## config.mk

```make
export PLATFORM = sky130hd
export DESIGN_NAME = audio_sample_scheduler
export DESIGN_NICKNAME = d
export VERILOG_FILES = /design/src/rtl/audio_sample_scheduler.sv
export SDC_FILE = /design/constraint.sdc
export NUM_CORES = 1
export LEC_CHECK = 0
export ABC_AREA = 0
export BUFFER_PORTS_ARGS = -buffer_cell sky130_fd_sc_hd__clkbuf_2
export CAP_MARGIN = 10
export CORE_MARGIN = 8
export CORE_UTILIZATION = 35
export CTS_BUF_LIST = sky130_fd_sc_hd__clkbuf_8
export DETAILED_ROUTE_END_ITERATION = 8
export GPL_TIMING_DRIVEN = 0
export PLACE_DENSITY = 0.52
export SYNTH_ARGS = -nofsm -noshare
export SYNTH_HDL_FRONTEND = slang
export SYNTH_SLANG_ARGS = --single-unit
```

## constraint.sdc

```tcl
create_clock -name clk_pixel -period 12.6 [get_ports clk_pixel]
set_input_delay 1.89 -clock clk_pixel [delete_from_list [all_inputs] [get_ports clk_pixel]]
set_output_delay 1.89 -clock clk_pixel [all_outputs]
set_load 0.01 [all_outputs]
```

## src/rtl/audio_sample_scheduler.sv

```systemverilog
// Audio sample scheduler for an HDMI transmitter running on the pixel clock.
//
// A phase accumulator divides clk_pixel down to the audio sample rate with no
// long-term drift. Each sample period produces one sample_strobe pulse and one
// ~50% duty clk_audio cycle. A small FIFO buffers stereo samples from the
// producer, and one entry is popped into audio_left/audio_right on every strobe.
//
// Ports:
//   clk_pixel       in   sole clock, rising edge
//   reset           in   synchronous active-high reset
//   wr_valid        in   producer offers a stereo sample
//   wr_ready        out  FIFO can accept (fill_level < DEPTH), combinational
//   wr_left/right   in   sample words, captured when wr_valid && wr_ready
//   mute            in   zero the output words from the next strobe on
//   sample_strobe   out  one-cycle pulse per audio sample period
//   clk_audio       out  registered ~50% duty sample clock
//   audio_left/right out registered current sample
//   fill_level      out  FIFO occupancy
//   underrun_count  out  saturating count of strobes that found the FIFO empty
module audio_sample_scheduler #(
  parameter int unsigned CLK_HZ      = 74250000,
  parameter int unsigned SAMPLE_RATE = 48000,
  parameter int unsigned DEPTH       = 8,
  parameter int unsigned BIT_WIDTH   = 16
) (
  input  logic                   clk_pixel,
  input  logic                   reset,
  input  logic                   wr_valid,
  output logic                   wr_ready,
  input  logic [BIT_WIDTH-1:0]   wr_left,
  input  logic [BIT_WIDTH-1:0]   wr_right,
  input  logic                   mute,
  output logic                   sample_strobe,
  output logic                   clk_audio,
  output logic [BIT_WIDTH-1:0]   audio_left,
  output logic [BIT_WIDTH-1:0]   audio_right,
  output logic [$clog2(DEPTH):0] fill_level,
  output logic [7:0]             underrun_count
);

  localparam int unsigned AW = $clog2(CLK_HZ) + 1;
  localparam int unsigned PW = $clog2(DEPTH);
  localparam int unsigned FW = PW + 1;

  localparam logic [AW-1:0] ClkHzC  = AW'(CLK_HZ);
  localparam logic [AW-1:0] HalfC   = AW'(CLK_HZ / 2);
  localparam logic [AW-1:0] StepC   = AW'(SAMPLE_RATE);
  localparam logic [FW-1:0] DepthC  = FW'(DEPTH);

  // Phase accumulator
  logic [AW-1:0] acc_q;
  logic [AW-1:0] acc_nxt;
  logic [AW-1:0] acc_d;
  logic          strobe_now;

  always_comb begin
    acc_nxt    = acc_q + StepC;
    strobe_now = (acc_nxt >= ClkHzC);
    acc_d      = strobe_now ? (acc_nxt - ClkHzC) : acc_nxt;
  end

  // FIFO storage, {left, right} per entry
  logic [2*BIT_WIDTH-1:0] mem_q [DEPTH];
  logic [PW-1:0]          wr_ptr_q;
  logic [PW-1:0]          rd_ptr_q;
  logic [FW-1:0]          fill_d;
  logic                   push;
  logic                   pop;

  // wr_ready reflects occupancy before this cycle's pop, so a full FIFO never
  // accepts a write in the same cycle a strobe frees a slot.
  assign wr_ready = (fill_level < DepthC);
  assign push     = wr_valid && wr_ready;
  // A strobe into an empty FIFO is an underrun even if a push lands this cycle.
  assign pop      = strobe_now && (fill_level != '0);

  always_comb begin
    fill_d = fill_level;
    case ({push, pop})
      2'b10:   fill_d = fill_level + FW'(1);
      2'b01:   fill_d = fill_level - FW'(1);
      default: fill_d = fill_level;
    endcase
  end

  always_ff @(posedge clk_pixel) begin
    if (push) begin
      mem_q[wr_ptr_q] <= {wr_left, wr_right};
    end
  end

  always_ff @(posedge clk_pixel) begin
    if (reset) begin
      acc_q          <= '0;
      sample_strobe  <= 1'b0;
      clk_audio      <= 1'b0;
      audio_left     <= '0;
      audio_right    <= '0;
      wr_ptr_q       <= '0;
      rd_ptr_q       <= '0;
      fill_level     <= '0;
      underrun_count <= '0;
    end else begin
      acc_q         <= acc_d;
      sample_strobe <= strobe_now;
      // Low from the strobe edge, high once the phase passes half a period.
      clk_audio     <= (acc_d >= HalfC);
      fill_level    <= fill_d;
      if (push) begin
        wr_ptr_q <= wr_ptr_q + PW'(1);
      end
      if (pop) begin
        rd_ptr_q <= rd_ptr_q + PW'(1);
      end
      // Output words only move on the strobe edge, so mute never cuts a sample.
      if (strobe_now) begin
        if (mute) begin
          audio_left  <= '0;
          audio_right <= '0;
        end else if (pop) begin
          {audio_left, audio_right} <= mem_q[rd_ptr_q];
        end
        if (!pop && (underrun_count != 8'hFF)) begin
          underrun_count <= underrun_count + 8'd1;
        end
      end
    end
  end

endmodule

```

### Word-level counts from Yosys, hierarchy flattened

Memories as Yosys holds them, arrays and structs flattened. A register that Yosys moved wholly into a read port is not among the register bits.
Cells that the tools add are included.

| cells by class | value |
|---|---|
| $mul | 0 |
| div/mod/pow operators | 0 |
| $add $sub $neg | 7 |
| muxes and demuxes | 10 |
| shifts and indexed selects | 0 |
| eq/ne operators | 3 |
| bitwise logic cells | 0 |
| $lt $le $gt $ge | 3 |
| reduce and logical (&&, ||, !) cells | 9 |

Operators by type and width:

| cell | count |
|---|---|
| $mux 16 | 4 |
| $add 28x16->28 const B | 1 |
| $ge 28x26->1 const B | 1 |
| $ge 28x27->1 const B | 1 |
| $mux 28 | 1 |
| $sub 28x27->28 const B | 1 |
| $add 8x1->8 const B | 1 |
| $ne 8x8->1 const B | 1 |
| $pmux 4 s2 | 1 |
| $add 3x1->3 const B | 2 |
| $mux 3 | 2 |
| $add 4x1->4 const B | 1 |
| $lt 4x4->1 const B | 1 |
| $reduce_and 2->1 | 2 |
| $reduce_bool 2->1 | 2 |
| $reduce_bool 4->1 | 1 |
| $sub 4x1->4 const B | 1 |
| $logic_and 1x1->1 | 3 |
| $eq 2x1->1 const B | 1 |
| $eq 2x2->1 const B | 1 |
| $mux 1 | 2 |
| $logic_not 1->1 | 1 |

| storage, ports and cells | value |
|---|---|
| bits in registers | 80 |
| memories | 1 |
| memory bits (writable) | 256 |
| ROM bits | 0 |
| bits in latches | 0 |
| input bits | 36 |

Memory list:

| memory | words | bits a word | read ports | clocked after memory_dff | write ports | RTL line | text |
|---|---|---|---|---|---|---|---|
| mem_q | 8 | 32 | 1 | 1 | 1 | 63 | `logic [2*BIT_WIDTH-1:0] mem_q [DEPTH];` |

### Depth between registers and ports, before layout

Gate-level depths: netlist of the first run.

| logic depth | value |
|---|---|
| word-level depth | 6 |
| gate-level depth with buffers | 18 |

### Worst setup path after synthesis of the first run

OpenSTA, ideal clock, no wires.

| timing path | value |
|---|---|
| path kind | input port to flip-flop |
| start point | input port wr_valid |
| end point | memory mem_q[0][0] in the netlist's numbering, enable pin |
| data required time | 12.139 ns |
| cell stages on the path | 4 |
| data arrival time | 4.572 ns |
| path buffers | 1 |
| path slack | 7.567 ns |
| path through | nor2b_1 clkbuf_1 nand2b_1 nor3_1 |

| between the ends | value |
|---|---|
| longest elaborated chain between the ends | 3 |

RTL lines:

| what | RTL line | text |
|---|---|---|
| from (decl) | 28 | `input logic wr_valid,` |
| $logic_and 1x1->1 | 73 | `assign push = wr_valid && wr_ready;` |
| $mux 1 | 87 | `if (push) begin` |
| $mux 1 (not written as such) | 88 | `mem_q[wr_ptr_q] <= {wr_left, wr_right};` |
| to (decl) | 63 |  |

No other way between the ends.

### Worst setup path in the final report of the first run

| timing path | value |
|---|---|
| start point | register acc_q[7] |
| end point | register fill_level[2] |

| between the ends | value |
|---|---|
| longest elaborated chain between the ends | 5 |
| elaborated cells on any way between the ends | 7 |

RTL lines:

| what | RTL line | text |
|---|---|---|
| from (decl) | 51 | `logic [AW-1:0] acc_q;` |
| from (signal assigned) | 94 | `acc_q <= '0;` |
| from (signal assigned) | 104 | `acc_q <= acc_d;` |
| $add 28x16->28 (*) | 57 | `acc_nxt = acc_q + StepC;` |
| $ge 28x27->1 (*) | 58 | `strobe_now = (acc_nxt >= ClkHzC);` |
| $logic_and 1x1->1 (*) | 75 | `assign pop = strobe_now && (fill_level != '0);` |
| via pop | 68 | `logic pop;` |
| $eq 2x1->1 or $eq 2x2->1 (tied branches) | 79 | `case ({push, pop})` |
| $pmux 4 s2 or $reduce_bool 2->1 (tied branches) | n/a |  |
| to (signal assigned) | 108 | `fill_level <= fill_d;` |
| to (decl) | 37 | `output logic [$clog2(DEPTH):0] fill_level,` |

The timed path passes the listed nets; every way through them passes the cells marked *.
A chain may end at the register's enable or synchronous reset.

==> results of run 1 <==
-- cells in the mapped netlist (all sizes together), types with 3 or more instances --
| library cell | n |
|---|---|
| nor4b | 4 |
| nor2 | 102 |
| a21oi | 48 |
| clkbuf | 26 |
| nor4 | 12 |
| a211o | 3 |
| o31ai | 4 |
| dfxtp | 79 |
| a2111oi | 3 |
| o21a | 3 |
| nor3b | 5 |
| nand2b | 6 |
| nor3 | 45 |
| xnor2 | 26 |
| mux4 | 64 |
| buf | 24 |
| nand4 | 3 |
| nor2b | 8 |
| o21ai | 23 |
| xor2 | 24 |
| a211oi | 7 |
| ha | 10 |
| nand3 | 13 |
| and3 | 8 |
| edfxtp | 256 |
| or3 | 8 |
| or2 | 5 |
| mux2i | 38 |
| inv | 12 |
| nand2 | 23 |
-- worst min-delay path: cells and delay by family (launching register included) --
kind             cells  cell delay, ps
flip-flops           1             320
AND/OR/NAND/NOR      1              70
AO/OA/AOI/OAI        1              60
-- final cells by class --
class	instances	area (µm²)
fill	3652	23180
sequential	335	9269
multi-input combinational	525	4477
clock buffer	56	770.7
tap	525	656.9
timing repair buffer	95	641.9
clock inverter	46	270.3
buffer	50	239.0
inverter	12	45.04
-- kinds of logic (layout without fill, tap and decap cells) --
| group | after synthesis | in the layout | share of synthesized area [%] |
|---|---|---|---|
| fa+ha+maj | 10 | 10 | 0.8953 |
| buf+inv | 62 | 259 | 2.032 |
| simple gates | 251 | 251 | 9.141 |
| mux | 102 | 102 | 13.04 |
| xor+xnor | 50 | 50 | 3.187 |
| flops | 335 | 335 | 66.33 |
| compound gates | 112 | 112 | 5.381 |
-- report_power, final --
part	total [mW]	internal, mW	leakage, nW	switching, mW
sequential	1.24	1.22	2.97	0.0194
combinational	0.298	0.115	1.85	0.183
clock	0.907	0.475	0.586	0.432
-- flip-flops by register name (all words and copies together), names as in the netlist, named ones only --
register / count
mem_q: 256
acc_q: 24
audio_left: 16
audio_right: 16
underrun_count: 8
fill_level: 4
rd_ptr_q: 3
wr_ptr_q: 3
clk_audio: 1
sample_strobe: 1
-- path summary, 6_finish.rpt --
check / start / to / slack [ps] / cells past startpoint
max reg2reg: acc_q[7] / fill_level[2] / 7870 / 18
min reg2reg: audio_right[2] / audio_right[2] / 490 / 2
min: audio_right[2] / audio_right[2] / 490 / 2
max: acc_q[7] / fill_level[2] / 7870 / 18
-- per-stage QoR --
step	setup slack, ps	util (%)	hold WS, ps	area, µm²	total power [mW]
floorplan	7567	-	484.7	13970	1.476
global placement	4603	38.02	469.3	15040	1.558
detailed placement	7871	38.76	479.7	15330	1.565
CTS	7838	41.39	498.2	16370	2.482
global route	7533	41.39	517.2	16370	2.558
finish	7872	41.39	490.5	16370	2.448
-- per-layer routing --
layer	wire [µm]	global-route usage, %
met1	15230	19.12
met3	1686	3.161
met4	581	3.790
met5	45	0
met2	15770	22.73
==> out/metrics.csv, run 1 <==
stage,metric,value,unit
pwr,p_leak,5.397,nW
cts,cts_tree,yes,
yosys,synthArstFlopShare,0,%
worst_setup_path,path_cells,inv_1 > ha_1 > nand2b_1 > a2111oi_4 > nor3_1 > xnor2_1 > a211oi_2 > a211oi_2 > or2_1 > buf_6 > nor2_1 > ha_1 > xor2_1 > ha_1 > a21oi_1 > xor2_1 > or3_1 > a21oi_1,
sta,finalHoldViolCount,0,
yosys,yosys-top-cells-area,"edfxtp_1, dfxtp_1, mux4_2, mux2i_1, nor2_1",
placed_design,dp_hpwl,21.25,mm
sta,clock_skew,18.32,ps
route,drc,0,
sta,post-route-period-util,37.52,%
yosys,syn_area_per_cell,15.16,µm²
sta,setup-tns-final,0,ps
sta,setup_violations,0,
yosys,yosysTopAreaCellShare,55.01,%
cells_and_area,drive_gt1_share,24.75,%
cts,holdBufCountCts,0,
cells_and_area,syn_to_final_growth,17.14,%
sta,finalCriticalPeriod,4728,ps
route,wl_per_cell,20.26,µm
floorplanning,die_area,46580,µm²
route,drt_iter0_drc,527,
floorplanning,num_io_pins,83,
worst_setup_path,cp_data_arrival_time,5250,ps
yosys,ys_types,67,
status,status,"finished, final reports clean",
hold_path,hold_path.class,register to register,
sta,max_slew_margin,32.06,%
sta,max_freq,211.5,MHz
worst_setup_path,worst-path-buf-inv,2,
cells_and_area,mostFrequentLayoutCell,edfxtp_1,
floorplanning,start_util,35.33,%
worst_setup_path,crit_path_frequent_cell,ha_1,
floorplanning,dieHeight,215.8,µm
yosys,synth_nets,968,
route,drtAntennaViolNets,0,
worst_setup_path,cp-start-kind,register,
flow_run,maxCapViolCount,0,
cts,clock_latency,590,ps
floorplanning,fp.coreArea,39550,µm²
global_routing,grt_max_degree,25,
route,via_per_inst,4.957,
worst_setup_path,endpoint_kind,register,
cells_and_area,mostFrequentLayoutCells,"edfxtp_1, nor2_1, clkbuf_2",
route,vias,8150,
sta,slew_violations,0,
global_routing,grt_use_total,14.14,%
cts,cts_sinks,335,
floorplanning,die_x,215.8,µm
floorplanning,placementRows,73,
yosys,synth_edf_count,256,
cts,cts.htree.levels,2,
worst_setup_path,critPathMaxStageDelay,740,ps
cells_and_area,final_nets,1119,
worst_setup_path,crit_slowest_cell,a2111oi_4,
sta,worst_pin_slew,1019,ps
worst_setup_path,cp_top_family,simple AND/OR/NAND/NOR gates,
yosys,syn-cell-area,13970,µm²
route,routed_wl,33.31,mm
yosys,ys_ff_latch,335,
yosys,yosys.area.top_type,edfxtp_1,
yosys,yosys_warnings,0,
placed_design,io_buffers,81,
yosys,synthCells,922,
pwr,power_density,149.5,nW/µm²
cells_and_area,instances_no_fill,1644,
route,dr.pass1.iters,4,
cts,cts_resized,0,
cts,cts_buffers,54,
cells_and_area,antenna_cells,0,
global_routing,grt_pass1_vias,8386,
yosys,synth_flop_cell,edfxtp_1,
global_routing,grt_pass1_wl,51.03,mm
cts,cts_setup_buffers,0,
pwr,ir_worst_vdd,0.00009048,V
placed_design,place_congestion,0.7721,
cts,clk_pin_slew_worst_paths,60,ps
cts,root_buffer,clkbuf_8,
worst_setup_path,crit_type,register to register,
yosys,seq_area_frac_synth,66.33,%
cts,clk_path_buf_depth,3,
sta,rsz0062_at_grt,false,
worst_setup_path,critPathMaxFanout,10,
global_routing,grt_overflow,0,
global_routing,antenna_found_initial,4,
placed_design,place_inst,1542,
worst_setup_path,critPathRequiredTime,13120,ps
Note: power is estimated with default switching activity, not from simulation.
==> inputs of run 2 (changes only) <==
Clock period 12.6 ns to 4.9 ns, I/O delays scaled along.
==> run 2 against run 1 <==
Final area up 0.11%; total power grew to 2.6 times the previous value; register-to-register slack worse by 7500 ps; clock-buffer cell count unchanged; clock skew about the same; die area is the same; non-clock buffer count grew 2; sequential power rose to 2.6 times the previous value; global-route usage did not move; worst setup slack worse by 7500 ps; maximum frequency up 3.8%; highest routed layer unchanged.
==> out/metrics.csv, run 2 (synthesis results as in run 1) <==
stage,metric,value,unit
worst_setup_path,cp-start-kind,register,
sta,worst_pin_slew,1022,ps
worst_setup_path,crit_type,register to register,
cells_and_area,mostFrequentLayoutCell,edfxtp_1,
cells_and_area,largest_register,mem_q,
cells_and_area,fillers,3652,
sta,setup_violations,0,
cells_and_area,final_nets,1121,
pwr,power_density,384.7,nW/µm²
sta,fin_ws,344.9,ps
placed_design,place_inst,1542,
hold_path,hold_depth,1,
floorplanning,fp.coreArea,39550,µm²
worst_setup_path,critPathRequiredTime,5420,ps
cells_and_area,largest_reg_flops,256,
sta,finalHoldViolCount,0,
cts,clk_path_buf_depth,3,
placed_design,place_ws,170.8,ps
worst_setup_path,critPathMaxFanout,10,
cts,cts_tree,yes,
floorplanning,die_x,215.8,µm
route,via_per_inst,4.963,
cts,clk_pin_slew_worst_paths,60,ps
sta,max_slew_margin,31.87,%
hold_path,hold_path.class,primary input to register,
cts,cts.htree.levels,2,
pwr,p_leak,5.407,nW
sta,hold_ws,424.5,ps
cts,clock_latency,590,ps
worst_setup_path,cp_data_arrival_time,5080,ps
cts,cts_buffers,54,
placed_design,detailed_place.area,15330,µm²
floorplanning,die_area,46580,µm²
cells_and_area,fin_util,41.43,%
sta,slew_violations,0,
floorplanning,dieHeight,215.8,µm
placed_design,dp_hpwl,21.25,mm
cts,root_buffer,clkbuf_8,
floorplanning,placementRows,73,
route,routed_wl,33.40,mm
floorplanning,start_util,35.33,%
worst_setup_path,r2r_cells,19,
status,status,"finished, final reports clean",
cells_and_area,instances_no_fill,1646,
cells_and_area,multiInputGateArea,4479,µm²
cells_and_area,drive_gt1_share,24.98,%
cells_and_area,final_cell_area,16390,µm²
route,vias,8169,
cells_and_area,ff_latch_area,9269,µm²
sta,setup-tns-final,0,ps
route,wl_per_cell,20.29,µm
cells_and_area,reg_top3,"mem_q (256), acc_q (24)",
sta,rsz0062_at_grt,false,
global_routing,grt_overflow,0,
sta,max_freq,219.5,MHz
global_routing,grt_use_total,14.14,%
global_routing,antenna_found_initial,4,
route,drtAntennaViolNets,0,
sta,post-route-period-util,92.96,%
global_routing,grt_pass1_wl,51.03,mm
sta,clock_skew,18.19,ps
route,drc,0,
worst_setup_path,endpoint_kind,register,
cells_and_area,antenna_cells,0,
cts,holdBufCountCts,0,
cts,cts_sinks,335,
flow_run,maxCapViolCount,0,
floorplanning,num_io_pins,83,
pwr,ir_worst_vdd,0.0002324,V
placed_design,place_congestion,0.7721,
cells_and_area,syn_to_final_growth,17.26,%
cells_and_area,mostFrequentLayoutCells,"edfxtp_1, nor2_1, clkbuf_2",
pwr,power,6.304,mW
global_routing,grt_max_degree,25,
global_routing,grt_pass1_vias,8386,
placed_design,io_buffers,81,
route,dr.pass1.iters,5,
route,drt_iter0_drc,517,
sta,finalCriticalPeriod,4555,ps
==> run 2: worst paths after layout <==
check,to,start,slack [ps]
worst max-delay path,fill_level[2],acc_q[7],340
worst min-delay path,mem_q[3][15],wr_right[15],420
worst max register to register,fill_level[2],acc_q[7],340
worst min register to register,audio_right[5],audio_right[5],490
==> run 2: critical path, cell delays in order, from the launching register on <==
cell	delay (ps)
dfxtp_1	360
inv_1	150
ha_1	230
nand2b_1	230
a2111oi_4	660
buf_4	220
nor4_2	50
xnor2_2	370
nand3_2	210
a211oi_2	280
or2_1	150
buf_6	160
nor2_2	90
ha_1	280
xor2_1	170
ha_1	190
a21oi_1	140
xor2_1	90
or3_1	310
a21oi_1	130
==> run 2: where the power goes <==
| group | internal [mW] | switching, mW |
|---|---|---|
| combinational | 0.306 | 0.470 |
| sequential | 3.15 | 0.0498 |
| clock | 1.22 | 1.11 |
| total | 4.67 | 1.63 |
==> run 2: timing repair <==
item | 4_1_cts | 5_1_grt
setup buffers | 0 | 2
endpoints found under the setup margin | 0 | 1
resized for setup | 0 | 1
endpoints found under the hold margin | 0 | 0
==> run 2: area by class of cell <==
| class | instances | area share [%] |
|---|---|---|
| plain buffers | 50 | 1.458 |
| clock buffers | 56 | 4.703 |
| clock inverters | 46 | 1.649 |
| inverters | 12 | 0.2749 |
| multi-input cells | 525 | 27.33 |
| flip-flops and latches | 335 | 56.56 |
| well taps | 525 | 4.009 |
| repair buffers | 97 | 4.009 |
==> run 2: per-layer routing <==
metal / wire, µm / track usage (%)
met4: 563 / 3.790
met1: 15200 / 19.12
met2: 15880 / 22.73
met5: 45 / 0
met3: 1700 / 3.161
==> inputs of run 3 (changes only) <==
Settings changed: CORE_UTILIZATION 35 to 50, PLACE_DENSITY 0.52 to 0.69, REMOVE_ABC_BUFFERS set to 1.
==> run 3 against run 2 <==
Final area shrank 1.6%; routed wire length shrank 15%; clock power shrank 6%; first-iteration DRC count shrank 2.5%; worst setup slack lost 210 ps; non-clock buffer count shrank 43; register-to-register slack lost 210 ps; critical path depth shrank 1.
==> out/metrics.csv, run 3 (synthesis results as in run 1) <==
stage,metric,value,unit
status,status,"finished, final reports clean",
worst_setup_path,critPathMaxFanout,28,
cells_and_area,mostFrequentLayoutCells,"edfxtp_1, nor2_1, clkbuf_2",
global_routing,grt_util_met2,28.02,%
route,drc,0,
hold_path,hold_path.class,primary input to register,
cts,root_buffer,clkbuf_8,
global_routing,met3_usage,3.957,%
cts,cts_sinks,335,
global_routing,grt_use_total,16.80,%
worst_setup_path,cp_top_family,simple AND/OR/NAND/NOR gates,
global_routing,grt_pass1_wl,44.22,mm
placed_design,place_congestion,0.7905,
sta,rsz0062_at_grt,true,
worst_setup_path,cp_data_arrival_time,5270,ps
floorplanning,die_x,183.2,µm
cts,clk_path_buf_depth,3,
pwr,p_leak,5.414,nW
cts,clk_pin_slew_worst_paths,60,ps
sta,post-route-period-util,97.18,%
route,wl_per_cell,19.40,µm
cells_and_area,largest_reg_flops,256,
cells_and_area,mostFrequentLayoutCell,edfxtp_1,
cells_and_area,fillers,2173,
route,routed_wl,28.22,mm
cts,cts_tree,yes,
cts,clock_latency,580,ps
cts,cts_buffers,53,
global_routing,grt_max_degree,63,
pwr,switching_share,25.61,%
sta,worst_pin_slew,1075,ps
global_routing,grt_overflow,0,
floorplanning,placementRows,61,
route,vias,8005,
worst_setup_path,critPathRequiredTime,5410,ps
placed_design,dp_hpwl,17.73,mm
global_routing,met1_usage,21.24,%
worst_setup_path,critPathLaunch,acc_q[7],
pwr,combPwrFrac,11.7,%
cells_and_area,final_nets,1077,
worst_setup_path,crit_type,register to register,
pwr,internal_power,4.570,mW
route,via_per_inst,5.502,
pwr,netSwitchingPower,1.573,mW
pwr,seqPwrFrac,52.5,%
global_routing,grt_pass1_vias,8124,
global_routing,grt_busiest_layer,met2,
cells_and_area,reg_top3,"mem_q (256), acc_q (24)",
cts,cts.htree.levels,2,
cells_and_area,largest_register,mem_q,
worst_setup_path,cp-start-kind,register,
worst_setup_path,rr_startpoint,acc_q[7],
route,drt_iter0_drc,504,
route,drtAntennaViolNets,0,
sta,max_slew_margin,28.33,%
sta,setup-tns-final,0,ps
floorplanning,num_io_pins,83,
worst_setup_path,path_cells,inv_1 > ha_1 > nand2b_1 > a2111oi_4 > buf_4 > nor4_1 > xor2_1 > nor3_2 > buf_4 > or2_4 > nor2_1 > ha_1 > xor2_1 > ha_1 > a21oi_1 > xor2_1 > or3_1 > a21oi_1,
worst_setup_path,crit_slowest_cell,nor4_1,
floorplanning,start_util,50.58,%
cells_and_area,fin_util,58.38,%
cells_and_area,syn_to_final_growth,15.42,%
pwr,ir_worst_vdd,0.0002915,V
global_routing,antenna_found_initial,4,
sta,finalHoldViolCount,0,
route,dr.pass1.iters,6,
placed_design,io_buffers,82,
sta,clock_skew,15.98,ps
worst_setup_path,endpoint_kind,register,
sta,finalCriticalPeriod,4762,ps
floorplanning,fp.coreArea,27630,µm²
flow_run,maxCapViolCount,0,
hold_path,min-delay-start,wr_left[4],
cells_and_area,drive_gt1_share,26.02,%
cts,holdBufCountCts,0,
sta,setup_violations,0,
floorplanning,dieHeight,183.2,µm
sta,slew_violations,0,
worst_setup_path,critPathMaxStageDelay,440,ps
pwr,power_density,380.8,nW/µm²
floorplanning,die_area,33550,µm²
pwr,power.share.clock,35.7,%
sta,max_freq,210.0,MHz
worst_setup_path,worst-path-buf-inv,3,
run 3: stage by stage:
stage | instance area (µm²) | power, mW | instances | hold WS [ps] | worst slack, ps
6_report | 16130 | 6.143 | 1455 | 427.6 | 138.2
5_1_grt | 16130 | 6.409 | 1455 | 404.5 | -157.7
4_1_cts | 16120 | 6.200 | 1454 | 375.9 | 62.83
3_5_place_dp | 15070 | 3.986 | 1352 | 475.1 | -898.1
3_3_place_gp | 14620 | 3.958 | 1332 | 468.7 | -1674
2_1_floorplan | 13740 | 3.770 | 872 | 481.7 | 290.4
run 3: layout make-up:
| type | count | area [µm²] | share of cell area [%] |
|---|---|---|---|
| Clock inverter | 40 | 193.9 | 1.202 |
| Sequential cell | 335 | 9278 | 57.52 |
| Clock buffer | 60 | 825.8 | 5.120 |
| Timing Repair Buffer | 104 | 810.8 | 5.027 |
| Multi-Input combinational cell | 525 | 4501 | 27.90 |
| Inverter | 12 | 45.04 | 0.2793 |
| Antenna cell | 1 | 2.502 | 0.01551 |
| Tap cell | 378 | 473.0 | 2.932 |
run 3: power groups by stage:
stage / logic [mW] / registers [mW] / clock network [mW]
after floorplan: 0.504 / 3.27 / 0
after CTS: 0.722 / 3.22 / 2.25
after detailed placement: 0.703 / 3.28 / 0
after global placement: 0.672 / 3.29 / 0
final: 0.722 / 3.23 / 2.19
after global routing: 0.794 / 3.24 / 2.38
run 3: layer usage:
layer / routed length (µm) / up-vias
li1: - / 3782
met1: 12270 / 3959
met2: 13720 / 194
met3: 1498 / 64
met4: 699 / 6
met5: 36 / -
run 3: path summary, 6_finish.rpt:
kind | endpoint | slack (ps) | cells past startpoint
worst min register to register | audio_left[1] | 480 | 2
worst min-delay path | mem_q[6][20] | 430 | 1
worst max-delay path | fill_level[2] | 140 | 18
worst max register to register | fill_level[2] | 140 | 18
run 3: what timing repair did:
| item | CTS | global route |
|---|---|---|
| pin swaps | 1 | 1 |
| endpoints found under the setup margin | 7 | 7 |
| cloned | 0 | 0 |
| setup buffers | 2 | 0 |
| resized for setup | 4 | 2 |
run 3: worst register-to-register path: cells and delay by family (launching register included):
kind / cells / cell delay [ps]
AOI/OAI and AO/OA: 3 / 300
and+or+nand+nor: 6 / 1920
buffers and inverters: 3 / 520
DFF: 1 / 420
adders and majority gates: 3 / 770
xor gates and xnor gates: 3 / 760
